`config.mk`:
```
export PLATFORM = sky130hd
export DESIGN_NAME = vga_sync_gen
export DESIGN_NICKNAME = d
export VERILOG_FILES = /design/src/rtl/vga_sync_gen.sv
export SDC_FILE = /design/constraint.sdc
export NUM_CORES = 1
export LEC_CHECK = 0
export ABC_AREA = 1
export CAP_MARGIN = 20
export CORE_UTILIZATION = 35
export DETAILED_ROUTE_END_ITERATION = 16
export GPL_ROUTABILITY_DRIVEN = 0
export PLACE_DENSITY = 0.65
export SETUP_SLACK_MARGIN = 0.15
export SYNTH_ARGS = -nofsm -noshare
export SYNTH_HDL_FRONTEND = slang
export SYNTH_SLANG_ARGS = --single-unit
```
`constraint.sdc`:
```
create_clock -name CLK -period 2 [get_ports CLK]
set_input_delay 0.4 -clock CLK [delete_from_list [all_inputs] [get_ports CLK]]
set_output_delay 0.4 -clock CLK [all_outputs]
set_load 0.1 [all_outputs]
```
`src/rtl/vga_sync_gen.sv`:
```
// rtl/vga_sync_gen.sv - parametrised VGA timing generator with pixel enable
// Define VGA_TESTPAT_EN to add a registered 8-bar RGB test pattern output.
module vga_sync_gen #(
  parameter int H_ACTIVE = 640,
  parameter int H_FP     = 16,
  parameter int H_SYNC   = 96,
  parameter int H_BP     = 48,
  parameter int V_ACTIVE = 480,
  parameter int V_FP     = 10,
  parameter int V_SYNC   = 2,
  parameter int V_BP     = 33,
  parameter int H_POL    = 0,
  parameter int V_POL    = 0,
  parameter int CW       = 10
) (
  input  logic          CLK,
  input  logic          RST_N,
  input  logic          CE,
  output logic          H_pulse,
  output logic          V_pulse,
  output logic          ACTIVE,
  output logic [CW-1:0] COL,
  output logic [CW-1:0] ROW,
  output logic          LINE_START,
  output logic          FRAME_START
`ifdef VGA_TESTPAT_EN
  ,
  output logic [11:0]   RGB
`endif
);

  localparam int H_TOTAL = H_ACTIVE + H_FP + H_SYNC + H_BP;
  localparam int V_TOTAL = V_ACTIVE + V_FP + V_SYNC + V_BP;

  if (H_TOTAL > (1 << CW)) begin : g_h_total_chk
    $error("vga_sync_gen: H_TOTAL exceeds 2**CW");
  end
  if (V_TOTAL > (1 << CW)) begin : g_v_total_chk
    $error("vga_sync_gen: V_TOTAL exceeds 2**CW");
  end

  localparam logic [CW-1:0] H_LAST   = CW'(H_TOTAL - 1);
  localparam logic [CW-1:0] V_LAST   = CW'(V_TOTAL - 1);
  localparam logic [CW-1:0] H_ACT    = CW'(H_ACTIVE);
  localparam logic [CW-1:0] V_ACT    = CW'(V_ACTIVE);
  localparam logic [CW-1:0] HS_FIRST = CW'(H_ACTIVE + H_FP);
  localparam logic [CW-1:0] HS_LAST  = CW'(H_ACTIVE + H_FP + H_SYNC - 1);
  localparam logic [CW-1:0] VS_FIRST = CW'(V_ACTIVE + V_FP);
  localparam logic [CW-1:0] VS_LAST  = CW'(V_ACTIVE + V_FP + V_SYNC - 1);
  localparam logic          H_ON     = (H_POL != 0);
  localparam logic          V_ON     = (V_POL != 0);

  logic [CW-1:0] col_q, col_d;
  logic [CW-1:0] row_q, row_d;
  logic          hs_q, hs_d;
  logic          vs_q, vs_d;
  logic          act_q, act_d;
  logic          ls_q, ls_d;
  logic          fs_q, fs_d;

  // Every output is decoded from the next count so it lines up with COL/ROW.
  always_comb begin
    col_d = col_q;
    row_d = row_q;
    if (CE) begin
      if (col_q == H_LAST) begin
        col_d = '0;
        row_d = (row_q == V_LAST) ? '0 : row_q + 1'b1;
      end else begin
        col_d = col_q + 1'b1;
      end
    end
    hs_d  = (col_d >= HS_FIRST && col_d <= HS_LAST) ? H_ON : ~H_ON;
    vs_d  = (row_d >= VS_FIRST && row_d <= VS_LAST) ? V_ON : ~V_ON;
    act_d = (col_d < H_ACT) && (row_d < V_ACT);
    ls_d  = CE && (col_d == '0);
    fs_d  = ls_d && (row_d == '0);
  end

  always_ff @(posedge CLK) begin
    if (!RST_N) begin
      col_q <= H_LAST;
      row_q <= V_LAST;
      hs_q  <= ~H_ON;
      vs_q  <= ~V_ON;
      act_q <= 1'b0;
      ls_q  <= 1'b0;
      fs_q  <= 1'b0;
    end else begin
      col_q <= col_d;
      row_q <= row_d;
      hs_q  <= hs_d;
      vs_q  <= vs_d;
      act_q <= act_d;
      ls_q  <= ls_d;
      fs_q  <= fs_d;
    end
  end

  assign COL         = col_q;
  assign ROW         = row_q;
  assign H_pulse     = hs_q;
  assign V_pulse     = vs_q;
  assign ACTIVE      = act_q;
  assign LINE_START  = ls_q;
  assign FRAME_START = fs_q;

`ifdef VGA_TESTPAT_EN
  localparam int BW = (H_ACTIVE / 8 > 0) ? H_ACTIVE / 8 : 1;
  localparam logic [CW-1:0] BW_LAST = CW'(BW - 1);

  logic [CW-1:0] bar_cnt_q, bar_cnt_d;
  logic [2:0]    bar_q, bar_d;
  logic [11:0]   rgb_q, rgb_d;

  // Bar index tracks col_d; it saturates at the last bar so any remainder stays black.
  always_comb begin
    bar_cnt_d = bar_cnt_q;
    bar_d     = bar_q;
    if (CE) begin
      if (col_d == '0) begin
        bar_cnt_d = '0;
        bar_d     = 3'd0;
      end else if (bar_cnt_q == BW_LAST) begin
        bar_cnt_d = '0;
        if (bar_q != 3'd7) bar_d = bar_q + 3'd1;
      end else begin
        bar_cnt_d = bar_cnt_q + 1'b1;
      end
    end
    rgb_d = 12'h000;
    if (act_d) begin
      case (bar_d)
        3'd0:    rgb_d = 12'hFFF;
        3'd1:    rgb_d = 12'hFF0;
        3'd2:    rgb_d = 12'h0FF;
        3'd3:    rgb_d = 12'h0F0;
        3'd4:    rgb_d = 12'hF0F;
        3'd5:    rgb_d = 12'hF00;
        3'd6:    rgb_d = 12'h00F;
        default: rgb_d = 12'h000;
      endcase
    end
  end

  always_ff @(posedge CLK) begin
    if (!RST_N) begin
      bar_cnt_q <= '0;
      bar_q     <= 3'd0;
      rgb_q     <= 12'h000;
    end else begin
      bar_cnt_q <= bar_cnt_d;
      bar_q     <= bar_d;
      rgb_q     <= rgb_d;
    end
  end

  assign RGB = rgb_q;
`endif

endmodule

```
Word level (Yosys, flattened, before mapping)
Index checks and enable logic that the tools add are counted.
{"block": "classes", "add_sub_neg": 2, "mux": 7, "eq_ne": 2, "n_reduce_logical": 7, "order_cmp": 6}
{"cell": "two-way mux 10 bit", "n": 5}
{"cell": "adder 10 x 1 -> 10 bit, second input constant", "n": 2}
{"cell": "== test 10 bit, second input constant", "n": 2}
{"cell": "zero test 10 bit", "n": 2}
{"cell": ">= comparator 10 bit, second input constant", "n": 1}
{"cell": ">= comparator 10 x 9 -> 1 bit, second input constant", "n": 1}
{"cell": "<= comparator 10 bit, second input constant", "n": 1}
{"cell": "<= comparator 10 x 9 -> 1 bit, second input constant", "n": 1}
{"cell": "less-than comparator 10 bit, second input constant", "n": 1}
{"cell": "less-than comparator 10 x 9 -> 1 bit, second input constant", "n": 1}
{"cell": "logical AND 1 bit", "n": 5}
{"cell": "two-way mux 1 bit", "n": 2}
{"block": "word_totals", "elab_cells": 31, "register_bits": 25, "output_inout_bits": 25, "input_bits": 3}

Logic depth before layout (Yosys ltp)
Gate-level depths: netlist (run 1).
{"block": "depth", "ltp_word": 7, "mapped_depth": 14, "mapped_depth_nobuf": 14}

Worst setup path before layout (run 1)
No wires, ideal clock.
{"block": "synth_timing", "kind": "register to register", "start": "register col_q[0], in the netlist COL[0]", "end": "register vs_q, in the netlist V_pulse", "path_slack_ns": -0.477, "arrival_ns": 2.351, "path_stages_with_launch": 12, "n_path_buf": 1, "period_less_slack_ns": 2.477, "cell_sequence": "dfxtp_1 > ha_1 > nand4_2 > nor2_4 > buf_6 > nand3_1 > nand2_1 > nand2_1 > o21ai_1 > nand2_1 > nor2_2 > nand3_1"}
{"block": "synth_via", "elab_chain_cells": 6}
{"item": "start: declaration", "line": "53", "source": "logic [CW-1:0] col_q, col_d;"}
{"item": "start signal: assignment", "line": "90", "source": "col_q <= col_d;"}
{"item": "== test 10 bit *", "line": "66", "source": "if (col_q == H_LAST) begin"}
{"item": "two-way mux 10 bit *", "line": "66"}
{"item": "two-way mux 10 bit *", "line": "65", "source": "if (CE) begin"}
{"item": ">= comparator 10 x 9 -> 1 bit / <= comparator 10 x 9 -> 1 bit (equally long branches)", "line": "74", "source": "vs_d = (row_d >= VS_FIRST && row_d <= VS_LAST) ? V_ON : ~V_ON;"}
{"item": "logical AND 1 bit *", "line": "74"}
{"item": "two-way mux 1 bit *", "line": "74"}
{"item": "end signal: assignment", "line": "85", "source": "vs_q <= ~V_ON;"}
{"item": "end signal: assignment", "line": "93", "source": "vs_q <= vs_d;"}
{"item": "end: declaration", "line": "56", "source": "logic vs_q, vs_d;"}
Every way passes the cells marked *; elsewhere a longest branch is shown, timed or not.
A chain may end at the register's enable or synchronous reset.

Worst setup path in the final report (run 1)
{"block": "layout_timing", "start": "register col_q[0], in the netlist COL[0]", "end": "register fs_q, in the netlist FRAME_START"}
{"block": "layout_via", "elab_chain_cells": 6}
{"item": "adder 10 x 1 -> 10 bit / == test 10 bit (equally long branches)", "line": "70, 66"}
{"item": "two-way mux 10 bit", "line": "66"}
{"item": "two-way mux 10 bit", "line": "65"}
{"item": "zero test 10 bit", "line": "76", "source": "ls_d = CE && (col_d == '0);"}
{"item": "logical AND 1 bit", "line": "76"}
{"item": "logical AND 1 bit *", "line": "77", "source": "fs_d = ls_d && (row_d == '0);"}
{"item": "end signal: assignment", "line": "96", "source": "fs_q <= fs_d;"}
{"item": "end: declaration", "line": "59", "source": "logic fs_q, fs_d;"}
Marked as above.

==> impl_results.html, run 1 <==
<table>
<tr><th>Metric</th><th>Value</th></tr>
<tr><th colspan="2">Run status</th></tr>
<tr><td>Status</td><td>complete, no violations</td></tr>
<tr><th colspan="2">Critical path</th></tr>
<tr><td>Signal arrival time at the worst endpoint</td><td>1.91 ns</td></tr>
<tr><td>CP Launch Type</td><td>flop</td></tr>
<tr><td>Required time of the critical path</td><td>2.20 ns</td></tr>
<tr><td>Worst Path Class, Setup</td><td>reg2reg</td></tr>
<tr><td>Max FO, Critical Path</td><td>5</td></tr>
<tr><td>Worst setup EP type</td><td>flop</td></tr>
<tr><th colspan="2">Clock network</th></tr>
<tr><td>Clock net sink count</td><td>25</td></tr>
<tr><td>Root Buffer</td><td>sky130_fd_sc_hd__clkbuf_8</td></tr>
<tr><td>Clock latency at the later pin of the worst-skew pair</td><td>0.26 ns</td></tr>
<tr><td>Clock-pin slew on the worst setup and hold paths</td><td>0.09 ns</td></tr>
<tr><td>Hold buffers post-CTS</td><td>0</td></tr>
<tr><td># H-tree levels</td><td>1</td></tr>
<tr><td>CTS tree</td><td>done</td></tr>
<tr><td>CTS max path bufs</td><td>2</td></tr>
<tr><td>CTS buffer count</td><td>3</td></tr>
<tr><th colspan="2">Synth</th></tr>
<tr><td>Post-synthesis sequential area ratio</td><td>0.321</td></tr>
<tr><td>Share of Yosys cell area claimed by the top area cell type</td><td>0.321</td></tr>
<tr><td>Yosys warning count</td><td>0</td></tr>
<tr><td>Count of distinct cell types in the synthesized netlist</td><td>33</td></tr>
<tr><td>Dominant cell type by area after synthesis</td><td>sky130_fd_sc_hd__dfxtp_1</td></tr>
<tr><td>Post-Syn Area per Cell</td><td>6.38 sq um</td></tr>
<tr><td>Synthesized instance count</td><td>244</td></tr>
<tr><td>Post-synthesis sequential element count</td><td>25</td></tr>
<tr><td>Mapped Nets</td><td>250</td></tr>
<tr><td>Total standard cell area after synthesis</td><td>1560 sq um</td></tr>
<tr><td>Synth area leaders</td><td>sky130_fd_sc_hd__dfxtp_1 (32%), sky130_fd_sc_hd__nand2_1 (17%), sky130_fd_sc_hd__inv_1 (7.7%), sky130_fd_sc_hd__nand3_1 (7.4%), sky130_fd_sc_hd__nor2_1 (7.2%)</td></tr>
<tr><th colspan="2">Hold path</th></tr>
<tr><td>Worst hold path type</td><td>reg2reg</td></tr>
<tr><th colspan="2">GRT</th></tr>
<tr><td>Congestion Overflow GR</td><td>0</td></tr>
<tr><td>GRT Overall Usage</td><td>0.180</td></tr>
<tr><td>Number of global-route vias before repair</td><td>1416</td></tr>
<tr><td>Initial antenna violation count</td><td>0</td></tr>
<tr><td>Largest net degree at the start of global routing</td><td>15</td></tr>
<tr><td>Wire length of the first global-routing pass</td><td>6.40 mm</td></tr>
<tr><th colspan="2">Power and ir drop</th></tr>
<tr><td>Leakage power summed over all cells</td><td>1.15 nW</td></tr>
<tr><td>PnR Total Power</td><td>0.00198 W</td></tr>
<tr><td>Internal</td><td>0.00106 W</td></tr>
<tr><td>Switch Pwr</td><td>0.000922 W</td></tr>
<tr><td>Power share of the sequential group</td><td>0.311</td></tr>
<tr><td>Power per cell area</td><td>893 nW/um^2</td></tr>
<tr><td>Fraction of power consumed by the clock network</td><td>0.148</td></tr>
<tr><td>Power share of the combinational group</td><td>0.541</td></tr>
<tr><td>Net Sw Frac</td><td>0.465</td></tr>
<tr><td>Maximum resistive drop on vdd</td><td>0.000511 V</td></tr>
<tr><th colspan="2">Detailed routing</th></tr>
<tr><td>Pre-Repair DR Iteration Count</td><td>4</td></tr>
<tr><td>Remaining design rule violation count</td><td>0</td></tr>
<tr><td>Number of DRC markers after the initial detailed-route iteration</td><td>90</td></tr>
<tr><td>Vias per inst</td><td>4.88</td></tr>
<tr><td>Sum of routed wire length over all layers</td><td>4.02 mm</td></tr>
<tr><td>Wire per inst</td><td>11.5 um</td></tr>
<tr><td>Count of antenna-violating nets left after detailed routing</td><td>0</td></tr>
<tr><td>Routed vias</td><td>1702</td></tr>
<tr><th colspan="2">Place</th></tr>
<tr><td>Placed cells</td><td>336</td></tr>
<tr><td>Worst setup slack after placement</td><td>-0.127 ns</td></tr>
<tr><td>Instance area after placement</td><td>2000 sq um</td></tr>
<tr><td>Half-perimeter wire length of the detailed placement result</td><td>3.06 mm</td></tr>
<tr><td>Number of buffers inserted by port buffering</td><td>27</td></tr>
<tr><th colspan="2">Timing</th></tr>
<tr><td>Final Slew Violations</td><td>0</td></tr>
<tr><td>Setup ws final</td><td>0.297 ns</td></tr>
<tr><td>Final setup violation count</td><td>0</td></tr>
<tr><td>Relative slew margins</td><td>0.805</td></tr>
<tr><td>Maximum operating frequency</td><td>0.587 GHz</td></tr>
<tr><td>Actual slew at the worst max-slew pin</td><td>0.291 ns</td></tr>
<tr><td>RSZ-0062 raised after global routing</td><td>false</td></tr>
<tr><td>Post-Route Setup TNS</td><td>0 ns</td></tr>
<tr><td>Max Clock Skew</td><td>0.00309 ns</td></tr>
<tr><td>Final-report hold violation count</td><td>0</td></tr>
<tr><td>Post-layout minimum cycle time</td><td>1.70 ns</td></tr>
<tr><td>Share of the clock period used by the worst path</td><td>0.852</td></tr>
<tr><th colspan="2">Layout</th></tr>
<tr><td>Final instance count without filler cells</td><td>349</td></tr>
<tr><td>Syn-to-layout area delta</td><td>42.7%</td></tr>
<tr><td>Share of final-layout standard cells stronger than drive strength 1</td><td>0.395</td></tr>
<tr><td>Final instance area</td><td>2220 sq um</td></tr>
<tr><td>Layout Nets</td><td>306</td></tr>
<tr><td>Commonest non-fill, non-tap cell in the layout</td><td>sky130_fd_sc_hd__nand2_1</td></tr>
<tr><td>Highest-count cells in the layout ignoring fill and taps</td><td>sky130_fd_sc_hd__nand2_1 (66), sky130_fd_sc_hd__buf_4 (52), sky130_fd_sc_hd__inv_1 (29)</td></tr>
<tr><td>Antenna diodes</td><td>0</td></tr>
<tr><th colspan="2">Floorplan</th></tr>
<tr><td>Width of the die</td><td>68.7 um</td></tr>
<tr><td>Core area</td><td>4140 sq um</td></tr>
<tr><td>Number of standard-cell rows in the floorplan</td><td>23</td></tr>
<tr><td>Starting Density</td><td>0.376</td></tr>
<tr><td>Top-Level Pins</td><td>28</td></tr>
<tr><td>Die Ht</td><td>68.7 um</td></tr>
<tr><td>Area of the die</td><td>4720 sq um</td></tr>
<tr><th colspan="2">Job</th></tr>
<tr><td>Max Cap Viol</td><td>0</td></tr>
</table>
cells by family (layout without fill, tap and decap cells):
logic type               count (synthesis)  count (layout)  share of synthesized area
AND/OR/NAND/NOR                        156             156                      0.466
buffers and inverters                   42              97                      0.110
flip-flops                              25              25                      0.321
AO/OA/AOI/OAI                           14              14                     0.0562
XOR/XNOR                                 4               4                     0.0225
adder cells (fa/ha/maj)                  3               3                     0.0241
worst paths after layout:
kind | startpoint | cells after the start | slack, ns | to
worst max register to register | COL[0] | 12 | 0.30 | FRAME_START
worst max-delay path | COL[0] | 12 | 0.30 | FRAME_START
worst min register to register | COL[0] | 2 | 0.54 | COL[0]
worst min-delay path | COL[0] | 2 | 0.54 | COL[0]
what timing repair did:
action | in CTS | in global routing
resized for setup | 1 | 32
setup buffers | 0 | 9
setup endpoints to repair | 2 | 5
pin swaps | 0 | 21
per-layer routing:
| layer | GRT usage | part of all wire | up-vias |
|---|---|---|---|
| met5 | 0 | 0 | - |
| met3 | 0.0362 | 0.050 | 6 |
| met4 | 0.0383 | 0.012 | 0 |
| li1 | - | - | 887 |
| met1 | 0.256 | 0.47 | 770 |
| met2 | 0.279 | 0.46 | 39 |
critical path, cell delays in order (launching register included):
cell and delay [ns]:
sky130_fd_sc_hd__dfxtp_4 0.38, sky130_fd_sc_hd__ha_4 0.15, sky130_fd_sc_hd__nand3_2 0.09, sky130_fd_sc_hd__nor2_4 0.12
sky130_fd_sc_hd__nand2_2 0.08, sky130_fd_sc_hd__nor2_4 0.19, sky130_fd_sc_hd__buf_4 0.13, sky130_fd_sc_hd__nand2_1 0.05
sky130_fd_sc_hd__o21ai_2 0.06, sky130_fd_sc_hd__nand2_1 0.08, sky130_fd_sc_hd__nor2_2 0.12, sky130_fd_sc_hd__nand3_1 0.08
sky130_fd_sc_hd__nor2_1 0.10
area by class of cell:
class,instances,area [sq um]
Clock buffer,3,41.3
Multi-Input combinational cell,177,996
Sequential cell,25,541
Inverter,37,141
Clock inverter,1,5.00
Timing Repair Buffer,56,435
Tap cell,50,62.6
Fill cell,418,1920
state kept, by name, summed over array words and instances (netlist names):
signal	cells
ACTIVE	1
COL	10
FRAME_START	1
H_pulse	1
LINE_START	1
ROW	10
V_pulse	1
metrics by stage:
step           hold WS (ns)  utilization
4_1_cts               0.552        0.494
3_5_place_dp          0.524        0.482
5_1_grt               0.573        0.536
3_3_place_gp          0.529        0.482
2_1_floorplan         0.489            -
6_report              0.540        0.536
power groups by stage:
stage	sequential, W	clock, W	combinational [W]
4_1_cts	0.000615	0.000312	0.000950
2_1_floorplan	0.000928	0	0.000379
5_1_grt	0.000627	0.000328	0.00115
3_5_place_dp	0.000626	0	0.000945
3_3_place_gp	0.000626	0	0.000942
6_report	0.000618	0.000293	0.00107
cells in the mapped netlist:
master	instances
sky130_fd_sc_hd__nand4_2	1
sky130_fd_sc_hd__buf_6	1
sky130_fd_sc_hd__nor2_2	5
sky130_fd_sc_hd__xor2_1	4
sky130_fd_sc_hd__nand2_2	1
sky130_fd_sc_hd__a21boi_2	1
sky130_fd_sc_hd__nor2_4	1
sky130_fd_sc_hd__dfxtp_1	25
sky130_fd_sc_hd__o21ai_2	1
sky130_fd_sc_hd__nand3_2	3
sky130_fd_sc_hd__a21oi_2	1
sky130_fd_sc_hd__nand2_1	72
sky130_fd_sc_hd__nor3_1	4
sky130_fd_sc_hd__a31oi_1	1
sky130_fd_sc_hd__nor2b_1	1
sky130_fd_sc_hd__inv_2	3
sky130_fd_sc_hd__buf_1	1
sky130_fd_sc_hd__buf_4	1
sky130_fd_sc_hd__or2_1	1
sky130_fd_sc_hd__clkinv_1	2
sky130_fd_sc_hd__nor2_1	30
sky130_fd_sc_hd__inv_1	32
sky130_fd_sc_hd__nor3b_1	1
sky130_fd_sc_hd__nand3_4	1
sky130_fd_sc_hd__nand3_1	23
sky130_fd_sc_hd__o21ai_0	2
sky130_fd_sc_hd__ha_1	3
sky130_fd_sc_hd__buf_2	2
sky130_fd_sc_hd__nand4_1	11
sky130_fd_sc_hd__nor3_2	1
sky130_fd_sc_hd__o21bai_1	1
sky130_fd_sc_hd__o21ai_1	3
sky130_fd_sc_hd__a21oi_1	4
Power figures use the tool's default switching activity.
==> run 2: changes to the inputs <==
==> constraint.sdc (replaced) <==
create_clock -name CLK -period 1.6 [get_ports CLK]
set_input_delay 0.32 -clock CLK [delete_from_list [all_inputs] [get_ports CLK]]
set_output_delay 0.32 -clock CLK [all_outputs]
set_load 0.1 [all_outputs]
==> run 2 against run 1 <==
The flow now finishes with violations (setup timing); combinational power rose by 81%; register-to-register slack worse by 0.46 ns; worst hold slack better by 0.077 ns; via count increased by 20%; sequential share of layout area fell by 6.1 points; cell count up 11%; sequential power is 25% higher; clock skew is 0.0010 ns lower; power up 56%; global-route usage up 4.5 points; critical endpoint unchanged.
==> impl_results.html, run 2 (synthesized netlist as in run 1, its figures left out) <==
<table>
<tr><th>Metric</th><th>Value</th></tr>
<tr><th colspan="2">Clock network</th></tr>
<tr><td>CTS tree</td><td>done</td></tr>
<tr><td>Clock net sink count</td><td>25 (unchanged)</td></tr>
<tr><td># H-tree levels</td><td>1 (unchanged)</td></tr>
<tr><td>CTS buffer count</td><td>3 (unchanged)</td></tr>
<tr><td>Clock latency at the later pin of the worst-skew pair</td><td>0.27 ns (about the same)</td></tr>
<tr><td>Clock-pin slew on the worst setup and hold paths</td><td>0.09 ns (about the same)</td></tr>
<tr><td>Root Buffer</td><td>sky130_fd_sc_hd__clkbuf_8</td></tr>
<tr><td>CTS max path bufs</td><td>2 (unchanged)</td></tr>
<tr><th colspan="2">Timing</th></tr>
<tr><td>Final setup violation count</td><td>6 (+6)</td></tr>
<tr><td>Post-layout minimum cycle time</td><td>1.76 ns (+0.0552 ns)</td></tr>
<tr><td>Relative slew margins</td><td>0.832 (+0.0265)</td></tr>
<tr><td>RSZ-0062 raised after global routing</td><td>true</td></tr>
<tr><td>Maximum operating frequency</td><td>0.569 GHz (-3.1%)</td></tr>
<tr><td>Actual slew at the worst max-slew pin</td><td>0.252 ns (-0.0397 ns)</td></tr>
<tr><td>Post-Route Setup TNS</td><td>-0.515 ns (-0.515 ns)</td></tr>
<tr><td>Final Slew Violations</td><td>0 (unchanged)</td></tr>
<tr><td>Share of the clock period used by the worst path</td><td>1.10 (+0.247)</td></tr>
<tr><td>Final-report hold violation count</td><td>0 (unchanged)</td></tr>
<tr><td>Setup ws final</td><td>-0.158 ns (-0.455 ns)</td></tr>
<tr><td>Max Clock Skew</td><td>0.00207 ns (-0.00103 ns)</td></tr>
<tr><th colspan="2">Detailed routing</th></tr>
<tr><td>Number of DRC markers after the initial detailed-route iteration</td><td>181 (+100%)</td></tr>
<tr><td>Routed vias</td><td>2044 (+20%)</td></tr>
<tr><td>Wire per inst</td><td>14.6 um (+27%)</td></tr>
<tr><td>Vias per inst</td><td>5.28 (+8.3%)</td></tr>
<tr><td>Remaining design rule violation count</td><td>0 (unchanged)</td></tr>
<tr><td>Count of antenna-violating nets left after detailed routing</td><td>0 (unchanged)</td></tr>
<tr><td>Pre-Repair DR Iteration Count</td><td>9 (+5)</td></tr>
<tr><td>Sum of routed wire length over all layers</td><td>5.65 mm (+40%)</td></tr>
<tr><th colspan="2">Floorplan</th></tr>
<tr><td>Starting Density</td><td>0.376 (unchanged)</td></tr>
<tr><td>Die Ht</td><td>68.7 um (unchanged)</td></tr>
<tr><td>Area of the die</td><td>4720 sq um (unchanged)</td></tr>
<tr><td>Top-Level Pins</td><td>28 (unchanged)</td></tr>
<tr><td>Number of standard-cell rows in the floorplan</td><td>23 (unchanged)</td></tr>
<tr><td>Core area</td><td>4140 sq um (unchanged)</td></tr>
<tr><td>Width of the die</td><td>68.7 um (unchanged)</td></tr>
<tr><th colspan="2">Layout</th></tr>
<tr><td>Share of final-layout standard cells stronger than drive strength 1</td><td>0.579 (+0.184)</td></tr>
<tr><td>Syn-to-layout area delta</td><td>100%</td></tr>
<tr><td>Highest-count cells in the layout ignoring fill and taps</td><td>sky130_fd_sc_hd__nand2_1 (52), sky130_fd_sc_hd__buf_4 (52), sky130_fd_sc_hd__inv_1 (27)</td></tr>
<tr><td>Layout Nets</td><td>344 (+12%)</td></tr>
<tr><td>Antenna diodes</td><td>0 (unchanged)</td></tr>
<tr><th colspan="2">Place</th></tr>
<tr><td>Number of buffers inserted by port buffering</td><td>27 (unchanged)</td></tr>
<tr><td>Half-perimeter wire length of the detailed placement result</td><td>3.54 mm (+16%)</td></tr>
<tr><td>Worst setup slack after placement</td><td>-0.411 ns (-0.284 ns)</td></tr>
<tr><th colspan="2">Critical path</th></tr>
<tr><td>Max FO, Critical Path</td><td>4 (-1)</td></tr>
<tr><td>Standard cell with the maximum stage delay on the critical path</td><td>sky130_fd_sc_hd__dfxtp_4</td></tr>
<tr><td>Worst path most repeated cell</td><td>sky130_fd_sc_hd__nand2_1</td></tr>
<tr><td>Worst setup EP type</td><td>flop</td></tr>
<tr><td>Worst Path Class, Setup</td><td>reg2reg</td></tr>
<tr><td>Required time of the critical path</td><td>1.81 ns (-0.39 ns)</td></tr>
<tr><td>CP Launch Type</td><td>flop</td></tr>
<tr><td>Critical Path, Cell by Cell</td><td>nor2_2 -&gt; nand2_1 -&gt; nor2_4 -&gt; buf_6 -&gt; nand2_4 -&gt; nand2_1 -&gt; a21boi_2 -&gt; nand2_1 -&gt; nor2_1 -&gt; nand3_1 -&gt; nor2_1</td></tr>
<tr><td>Kind of cell adding the most delay to the critical path</td><td>simple AND/OR/NAND/NOR gates</td></tr>
<tr><td>Largest incremental delay on the critical path</td><td>0.35 ns (-0.03 ns)</td></tr>
<tr><td>Count of buffer and inverter cells on the critical path</td><td>1 (unchanged)</td></tr>
<tr><td>Signal arrival time at the worst endpoint</td><td>1.97 ns (+0.06 ns)</td></tr>
<tr><th colspan="2">GRT</th></tr>
<tr><td>Initial antenna violation count</td><td>0 (unchanged)</td></tr>
<tr><td>GRT Overall Usage</td><td>0.225 (+0.0449)</td></tr>
<tr><td>Wire length of the first global-routing pass</td><td>7.79 mm (+22%)</td></tr>
<tr><td>Congestion Overflow GR</td><td>0 (unchanged)</td></tr>
<tr><td>Largest net degree at the start of global routing</td><td>14 (-1)</td></tr>
<tr><td>Number of global-route vias before repair</td><td>1689 (+19%)</td></tr>
<tr><th colspan="2">Power and ir drop</th></tr>
<tr><td>Leakage power summed over all cells</td><td>1.49 nW (+30%)</td></tr>
<tr><td>Maximum resistive drop on vdd</td><td>0.000590 V (+15%)</td></tr>
<tr><td>Power per cell area</td><td>994 nW/um^2 (+11%)</td></tr>
<tr><th colspan="2">Job</th></tr>
<tr><td>Max Cap Viol</td><td>0 (unchanged)</td></tr>
<tr><th colspan="2">Run status</th></tr>
<tr><td>Status</td><td>finished, violations left</td></tr>
<tr><td>Violations in the final reports</td><td>setup timing</td></tr>
<tr><th colspan="2">Hold path</th></tr>
<tr><td>Worst hold path type</td><td>reg2reg</td></tr>
</table>
[run 2: worst paths after layout]
path | endpoint | depth (start not counted) | slack [ns] | startpoint
setup reg to reg | FRAME_START | 11 | -0.16 | COL[5]
setup / recovery | FRAME_START | 11 | -0.16 | COL[5]
hold reg to reg | COL[1] | 3 | 0.62 | COL[1]
hold / removal | COL[1] | 3 | 0.62 | COL[1]
[run 2: stage by stage]
stage,cell area [sq um],hold slack [ns],std cells,util,power (W)
floorplan,1680,0.409,244,-,0.00166
global placement,2630,0.582,368,0.635,0.00231
detailed placement,2630,0.589,368,0.635,0.00233
CTS,2790,0.615,375,0.672,0.00280
global route,3120,0.639,387,0.752,0.00324
finish,3120,0.617,387,0.752,0.00310
[run 2: cell type report]
class	instances	area, sq um
multi-input cells	177	1210
repair buffers	94	1090
fillers	264	1030
flip-flops and latches	25	568
inverters	37	141
well taps	50	62.6
clock buffers	4	45.0
[run 2: routing by layer]
layer / vias to the layer above / global-route usage / part of all wire
met2: 117 / 0.393 / 0.51
met5: - / 0 / 0
met3: 24 / 0.0247 / 0.065
met4: 0 / 0.0587 / 0.029
met1: 941 / 0.292 / 0.40
li1: 962 / - / -
[run 2: timing repair]
| item | CTS | global route |
|---|---|---|
| endpoints found under the hold margin | 0 | 0 |
| hold buffers | 0 | 0 |
| endpoints found under the setup margin | 17 | 20 |
| resized for setup | 25 | 63 |
| buffers inserted | 3 | 12 |
| pin swaps | 19 | 39 |
[run 2: power breakdown]
| part | internal, W | switching [W] |
|---|---|---|
| sequential | 0.000687 | 0.0000825 |
| combinational | 0.000837 | 0.00110 |
| clock | 0.000178 | 0.000213 |
| total | 0.00170 | 0.00140 |
[run 2: worst register-to-register path, cell delays in order (launching register included)]
cell                       delay, ns
sky130_fd_sc_hd__dfxtp_4        0.35
sky130_fd_sc_hd__nor2_2         0.13
sky130_fd_sc_hd__nand2_1        0.11
sky130_fd_sc_hd__nor2_4         0.23
sky130_fd_sc_hd__buf_6          0.14
sky130_fd_sc_hd__nand2_4        0.07
sky130_fd_sc_hd__nand2_1        0.08
sky130_fd_sc_hd__a21boi_2       0.21
sky130_fd_sc_hd__nand2_1        0.09
sky130_fd_sc_hd__nor2_1         0.10
sky130_fd_sc_hd__nand3_1        0.08
sky130_fd_sc_hd__nor2_1         0.10
